--- config.mk ---
export PLATFORM = sky130hd
export DESIGN_NAME = bcd_counter_chain
export DESIGN_NICKNAME = d
export VERILOG_FILES = /design/src/rtl/bcd_counter_chain.sv
export SDC_FILE = /design/constraint.sdc
export NUM_CORES = 1
export LEC_CHECK = 0
export CORE_ASPECT_RATIO = 2
export CORE_MARGIN = 3
export CORE_UTILIZATION = 38
export CTS_CLUSTER_DIAMETER = 120
export DETAILED_ROUTE_END_ITERATION = 10
export HOLD_SLACK_MARGIN = 0.15
export PLACE_DENSITY_LB_ADDON = 0.08
export SYNTH_ARGS = -nofsm -noshare
export SYNTH_HDL_FRONTEND = slang
export SYNTH_SLANG_ARGS = --single-unit
--- constraint.sdc ---
create_clock -name clk -period 1.9 [get_ports clk]
set_input_delay 0.19 -clock clk [delete_from_list [all_inputs] [get_ports clk]]
set_output_delay 0.19 -clock clk [all_outputs]
set_load 0.03 [all_outputs]
--- src/rtl/bcd_counter_chain.sv ---
// Multi-digit modulo counter: NUM_DIGITS radix-RADIX digit cells with up/down,
// parallel load, synchronous clear, combinational terminal count, registered wrap pulse.
module bcd_counter_chain #(
  parameter int unsigned NUM_DIGITS = 2,
  parameter int unsigned RADIX      = 10
) (
  input  logic                    clk,
  input  logic                    rst,
  input  logic                    clr,
  input  logic                    en,
  input  logic                    cin,
  input  logic                    up,
  input  logic                    load,
  input  logic [4*NUM_DIGITS-1:0] load_val,
  output logic [4*NUM_DIGITS-1:0] q,
  output logic                    tc,
  output logic                    cout,
  output logic                    ovf
);

  localparam int unsigned W    = 4 * NUM_DIGITS;
  localparam logic [3:0]  DMAX = 4'(RADIX - 1);
  localparam logic [4:0]  RAD5 = 5'(RADIX);

  logic [W-1:0] q_step;
  logic [W-1:0] q_load;
  logic         step;
  logic         terminal;
  logic         chain;
  logic [3:0]   dig;

  assign step = en & cin;
  assign tc   = step & terminal;

  // A digit moves only when every lower digit sits at its limit for this direction.
  always_comb begin
    chain  = 1'b1;
    dig    = 4'd0;
    q_step = q;
    for (int unsigned i = 0; i < NUM_DIGITS; i++) begin
      dig = q[4*i +: 4];
      if (chain) begin
        if (up) q_step[4*i +: 4] = (dig == DMAX) ? 4'd0 : dig + 4'd1;
        else    q_step[4*i +: 4] = (dig == 4'd0) ? DMAX : dig - 4'd1;
      end
      chain = chain & (dig == (up ? DMAX : 4'd0));
    end
    terminal = chain;
  end

  // Out-of-range load digits saturate to the top legal value.
  always_comb begin
    q_load = load_val;
    for (int unsigned i = 0; i < NUM_DIGITS; i++) begin
      if ({1'b0, load_val[4*i +: 4]} >= RAD5) q_load[4*i +: 4] = DMAX;
    end
  end

  always_ff @(posedge clk or posedge rst) begin
    if (rst) begin
      q    <= '0;
      cout <= 1'b0;
      ovf  <= 1'b0;
    end else if (clr) begin
      q    <= '0;
      cout <= 1'b0;
      ovf  <= 1'b0;
    end else if (load) begin
      q    <= q_load;
      cout <= 1'b0;
    end else begin
      cout <= tc;
      if (tc)   ovf <= 1'b1;
      if (step) q   <= q_step;
    end
  end

endmodule

* After elaboration in Yosys (flattened, before gate mapping)
Cells that the tools add are included.
** Word-level totals
- Register bits after elaboration :: 10
- Output and inout bits :: 11
** Operators by class
- $lt $le $gt $ge :: 2
- Add/subtract/negate cells :: 4
- Reduce and logical (&&, ||, !) cells :: 7
- Equal/unequal tests :: 5
- Muxes and demuxes :: 18
- Bitwise operators :: 3
** Operators with widths (number)
- $mux 4 :: 10
- $mux 8 :: 3
- $add 4x1->4 const B :: 2
- $eq 4x4->1 :: 2
- $eq 4x4->1 const B :: 2
- $ge 4x4->1 const B :: 2
- $logic_not 4->1 :: 2
- $sub 4x1->4 const B :: 2
- $reduce_bool 3->1 :: 2
- $mux 1 :: 5
- $reduce_and 2->1 :: 2
- $and 1x1->1 :: 3
- $ne 2x2->1 const B :: 1
- $reduce_bool 2->1 :: 1

* Longest topological paths before layout
- Depth after elaboration :: 7
- Depth in mapped cells :: 7
- Depth with buffers taken out :: 6

* Least setup slack after synthesis
OpenSTA, ideal clock, no wires.
- Path type :: register to register
- Start point :: register q[0]
- End point :: register q[5]
- Arrival :: 1997 ps
- Data required time :: 1775 ps
- Stages on the path, launching flop included :: 6
- Slack :: -222 ps
- Cells stage by stage :: dfrtp_1 buf_6 or3_4 a2111oi_4 or2b_4 mux2_4
** On the way
- Word-level cells in the longest chain between the ends :: 3
** RTL lines
- start: declaration :: line 15 : output logic [4*NUM_DIGITS-1:0] q,
- start signal: assignment :: line 69 : q <= q_load;
- start signal: assignment :: line 74 : if (step) q <= q_step;
- $eq 4x4->1 :: line 46 : chain = chain & (dig == (up ? DMAX : 4'd0));
- $reduce_bool 3->1 (no source line)
- $reduce_and 2->1 (no source line)
Every way passes these cells.
A chain may end at the register's enable or synchronous reset.

* Final worst setup path
- Start point :: register q[3]
- End point :: output port tc
** On the way
- Word-level cells in the longest chain between the ends :: 3
** RTL lines
- $eq 4x4->1 :: line 46
- $and 1x1->1 :: line 46
- $and 1x1->1 :: line 33 : assign tc = step & terminal;
- end: declaration :: line 16 : output logic tc,
Every way passes these cells.

==> impl_metrics.csv <==
group,metric,value,unit
clock_tree,clock_path_buffers,2,
synthesis,syn-num-nets,148,
worst_setup_path,r2r_slack,0.10,ns
die,die_x,43.0,um
clock_tree,cts.sinks,10,
pwr,power,0.000894,W
die,placeableCoreArea,2570,sq um
synthesis,synth_top_cell_area_share,24.1,%
placed_design,post-dp-hpwl,2.61,mm
synthesis,netlist_area,1040,sq um
drt,dr.first_iter.drc_count,28,
synthesis,synth.distinct_cells,45,
finish,diodes,0,
die,ios,26,
synthesis,synth-seq-cells,10,
drt,ant_nets,0,
synthesis,synth_common_cells,"10 x dfrtp_1, 10 x inv_1, 9 x o21ai_0",
synthesis,synth_flop_cell,"dfrtp_1",
placed_design,gp_congestion,0.915,
synthesis,synth_compound_area_share,33.6,%
synthesis,synth_warnings,0,
sta,setup_viol,0,
synthesis,synth_area_leaders,"dfrtp_1 24%, ha_1 9.6%, a31oi_1 4.8%",
synthesis,synth-async-reset-ratio,100,%
synthesis,synthMuxAreaShare,3.61,%
synthesis,synth_top_cell_by_area,"dfrtp_1",
synthesis,synth_edf_count,0,
worst_setup_path,crit_arrival,1.65,ns
finish,drive_gt1_share,24.7,%
sta,fin_skew,0.00562,ns
die,num_rows,26,
worst_setup_path,r2r-end,"q[0]$_DFFE_PP0P_",
worst_setup_path,required,1.71,ns
worst_setup_path,end_kind,"output port",
clock_tree,clkSlewWorstSetupHoldPaths,0.05,ns
sta,rsz0062_at_grt,"no",
sta,hold_ws,0.224,ns
drt,drc,0,
synthesis,synth_top_family_by_area,"compound AO/OA/AOI/OAI gates",
finish,final_nets,190,
worst_setup_path,cp_slowest_stage_delay,0.38,ns
clock_tree,htreeDepth,1,
worst_setup_path,start_kind,"flip-flop",
drt,vias,1139,
synthesis,avgSynthCellArea,8.31,sq um
worst_setup_path,crit_chain,"or3_4 -> a2111oi_4 -> and2_4 -> buf_6",
sta,fmax,0.543,GHz
sta,finalCritPeriodShare,96.9,%
pwr,cellPowerDensity,597,nW/um^2
drt,drt_wl_total,3.33,mm
placed_design,dpl_cell_area,1410,sq um
global_route,grt_usage,20.3,%
worst_setup_path,cpMaxStageDelayCell,"dfrtp_1",
finish,fin_area,1500,sq um
worst_setup_path,crit_family,"simple AND/OR/NAND/NOR gates",
die,die_area,3430,sq um
clock_tree,clock-root-buffer,"clkbuf_8",
sta,tightest_slew,0.361,ns
drt,wl_per_cell,17.2,um
pwr,max-vdd-ir-drop,0.000512,V
hold_path,min_path_type,"in -> async",
sta,finalHoldViolations,0,
die,start_util,40.4,%
global_route,grt_overflow_total,0,
synthesis,yosysSeqAreaShare,24.1,%
clock_tree,cts_buffers,3,
run,cap_violations,0,
sta,max_slew_margin,75.3,%
synthesis,synthXorXnorAreaFrac,0,%
global_route,antenna_found_initial,0,
sta,drv_slew,0,
die,die_h,79.9,um
run_status,outcome,"completed",
worst_setup_path,reg2reg_depth,7,
synthesis,synthSimpleGateAreaFrac,22.0,%
global_route,grt_start_max_net_pins,14,
drt,dr.pass1.iters,4,
sta,fin_crit,1.84,ns
worst_setup_path,path_class,"reg -> out",
finish,syn2layout_area_growth,44.3,%
drt,vias_per_cell,5.87,
global_route,grt_pass1_vias,1192,
clock_tree,cts_tree,"built",
worst_setup_path,crit_path_max_fanout,2,
clock_tree,clk_latency,0.24,ns
pwr,power.leakage,0.644,nW
synthesis,syn-instance-count,125,
worst_setup_path,r2r_start,"q[0]$_DFFE_PP0P_",
global_route,grt_pass1_wl,5.32,mm
worst_setup_path,path_buf_inv,1,
placed_design,port_buffers,25,
synthesis,synth_fa_ha_area_share,9.64,%
[worst reg2reg max path, cell delays in order, from the launching register on]
cell	delay, ns
dfrtp_2	0.41
buf_4	0.15
inv_1	0.10
ha_2	0.23
or3b_2	0.44
a21oi_1	0.15
nor3_1	0.06
o21ai_1	0.17
[flip-flops by register name (all words and copies together) (netlist names)]
name	count
q	8
cout	1
ovf	1
[power breakdown]
group,switching (W),internal (W),leakage [nW]
logic,0.000195,0.000182,0.486
registers,0.0000178,0.000230,0.129
clock network,0.0000864,0.000182,0.0288
total,0.000300,0.000595,0.644
[cell families after synthesis]
family / after synthesis
adder cells (fa/ha/maj): 8
multiplexers: 3
AND/OR/NAND/NOR: 38
buffers and inverters: 17
AO/OA/AOI/OAI: 49
flip-flops: 10
[cells in the final DEF (no fill, tap or decap), types with 2 or more instances in the layout]
cell type / netlist / layout
clkdlybuf4s50_1: 0 / 23
nor2_1: 4 / 4
a221oi_1: 2 / 2
buf_4: 0 / 19
o21ai_0: 9 / 8
a21o_1: 3 / 3
or3b_2: 2 / 2
nand3_1: 5 / 5
nand2_1: 5 / 5
nand2b_1: 3 / 3
inv_1: 10 / 10
nand3b_1: 2 / 2
nor3_1: 3 / 3
a21oi_1: 8 / 8
a31oi_1: 8 / 8
dfrtp_1: 10 / 8
dfrtp_2: 0 / 2
nor2b_1: 5 / 5
clkbuf_8: 0 / 4
mux2_2: 2 / 2
a21boi_0: 3 / 3
a211oi_1: 3 / 2
ha_1: 8 / 7
[through the flow]
stage                     worst slack (ns)  TNS [ns]  util (%)  std cells
after floorplan                    -0.0557   -0.0557         -        125
after global placement              -0.195    -0.687      54.8        187
after detailed placement            -0.219    -0.825      54.8        187
after CTS                           0.0188         0      58.2        194
after global routing                0.0125         0      58.3        194
final                               0.0594         0      58.3        194
[worst max path at each step]
stage,from,endpoint,slack [ns],depth (start not counted)
final,q[3]$_DFFE_PP0P_,tc,0.06,4
after global routing,q[0]$_DFFE_PP0P_,q[0]$_DFFE_PP0P_,0.01,7
after floorplan,q[0]$_DFFE_PP0P_,q[5]$_DFFE_PP0P_,-0.06,5
after global placement,up,q[5]$_DFFE_PP0P_,-0.20,5
after CTS,q[3]$_DFFE_PP0P_,tc,0.02,4
after detailed placement,up,q[7]$_DFFE_PP0P_,-0.22,6
[metal layers]
metal  vias up  part of all wire (%)  GRT usage (%)
li1        547                     -              -
met1       528                    37           19.3
met2        48                    53           37.8
met3        16                   3.6           3.84
met4         0                   6.3           13.0
met5         -                     0              0
[timing repair]
action / 4_1_cts / 5_1_grt
hold buffers: 0 / 0
gates cloned: 0 / 0
buffers inserted: 3 / 0
endpoints found under the setup margin: 1 / 4
pin swaps: 2 / 2
gates resized for setup: 5 / 3
hold endpoints to repair: 0 / 0
[area by class of cell]
| type | count | area [sq um] |
|---|---|---|
| Clock buffer | 4 | 55.1 |
| Fill cell | 240 | 1070 |
| Inverter | 10 | 37.5 |
| Multi-Input combinational cell | 98 | 726 |
| Sequential cell | 10 | 253 |
| Tap cell | 28 | 35.0 |
| Timing Repair Buffer | 44 | 393 |
Power figures use the tool's default switching activity.
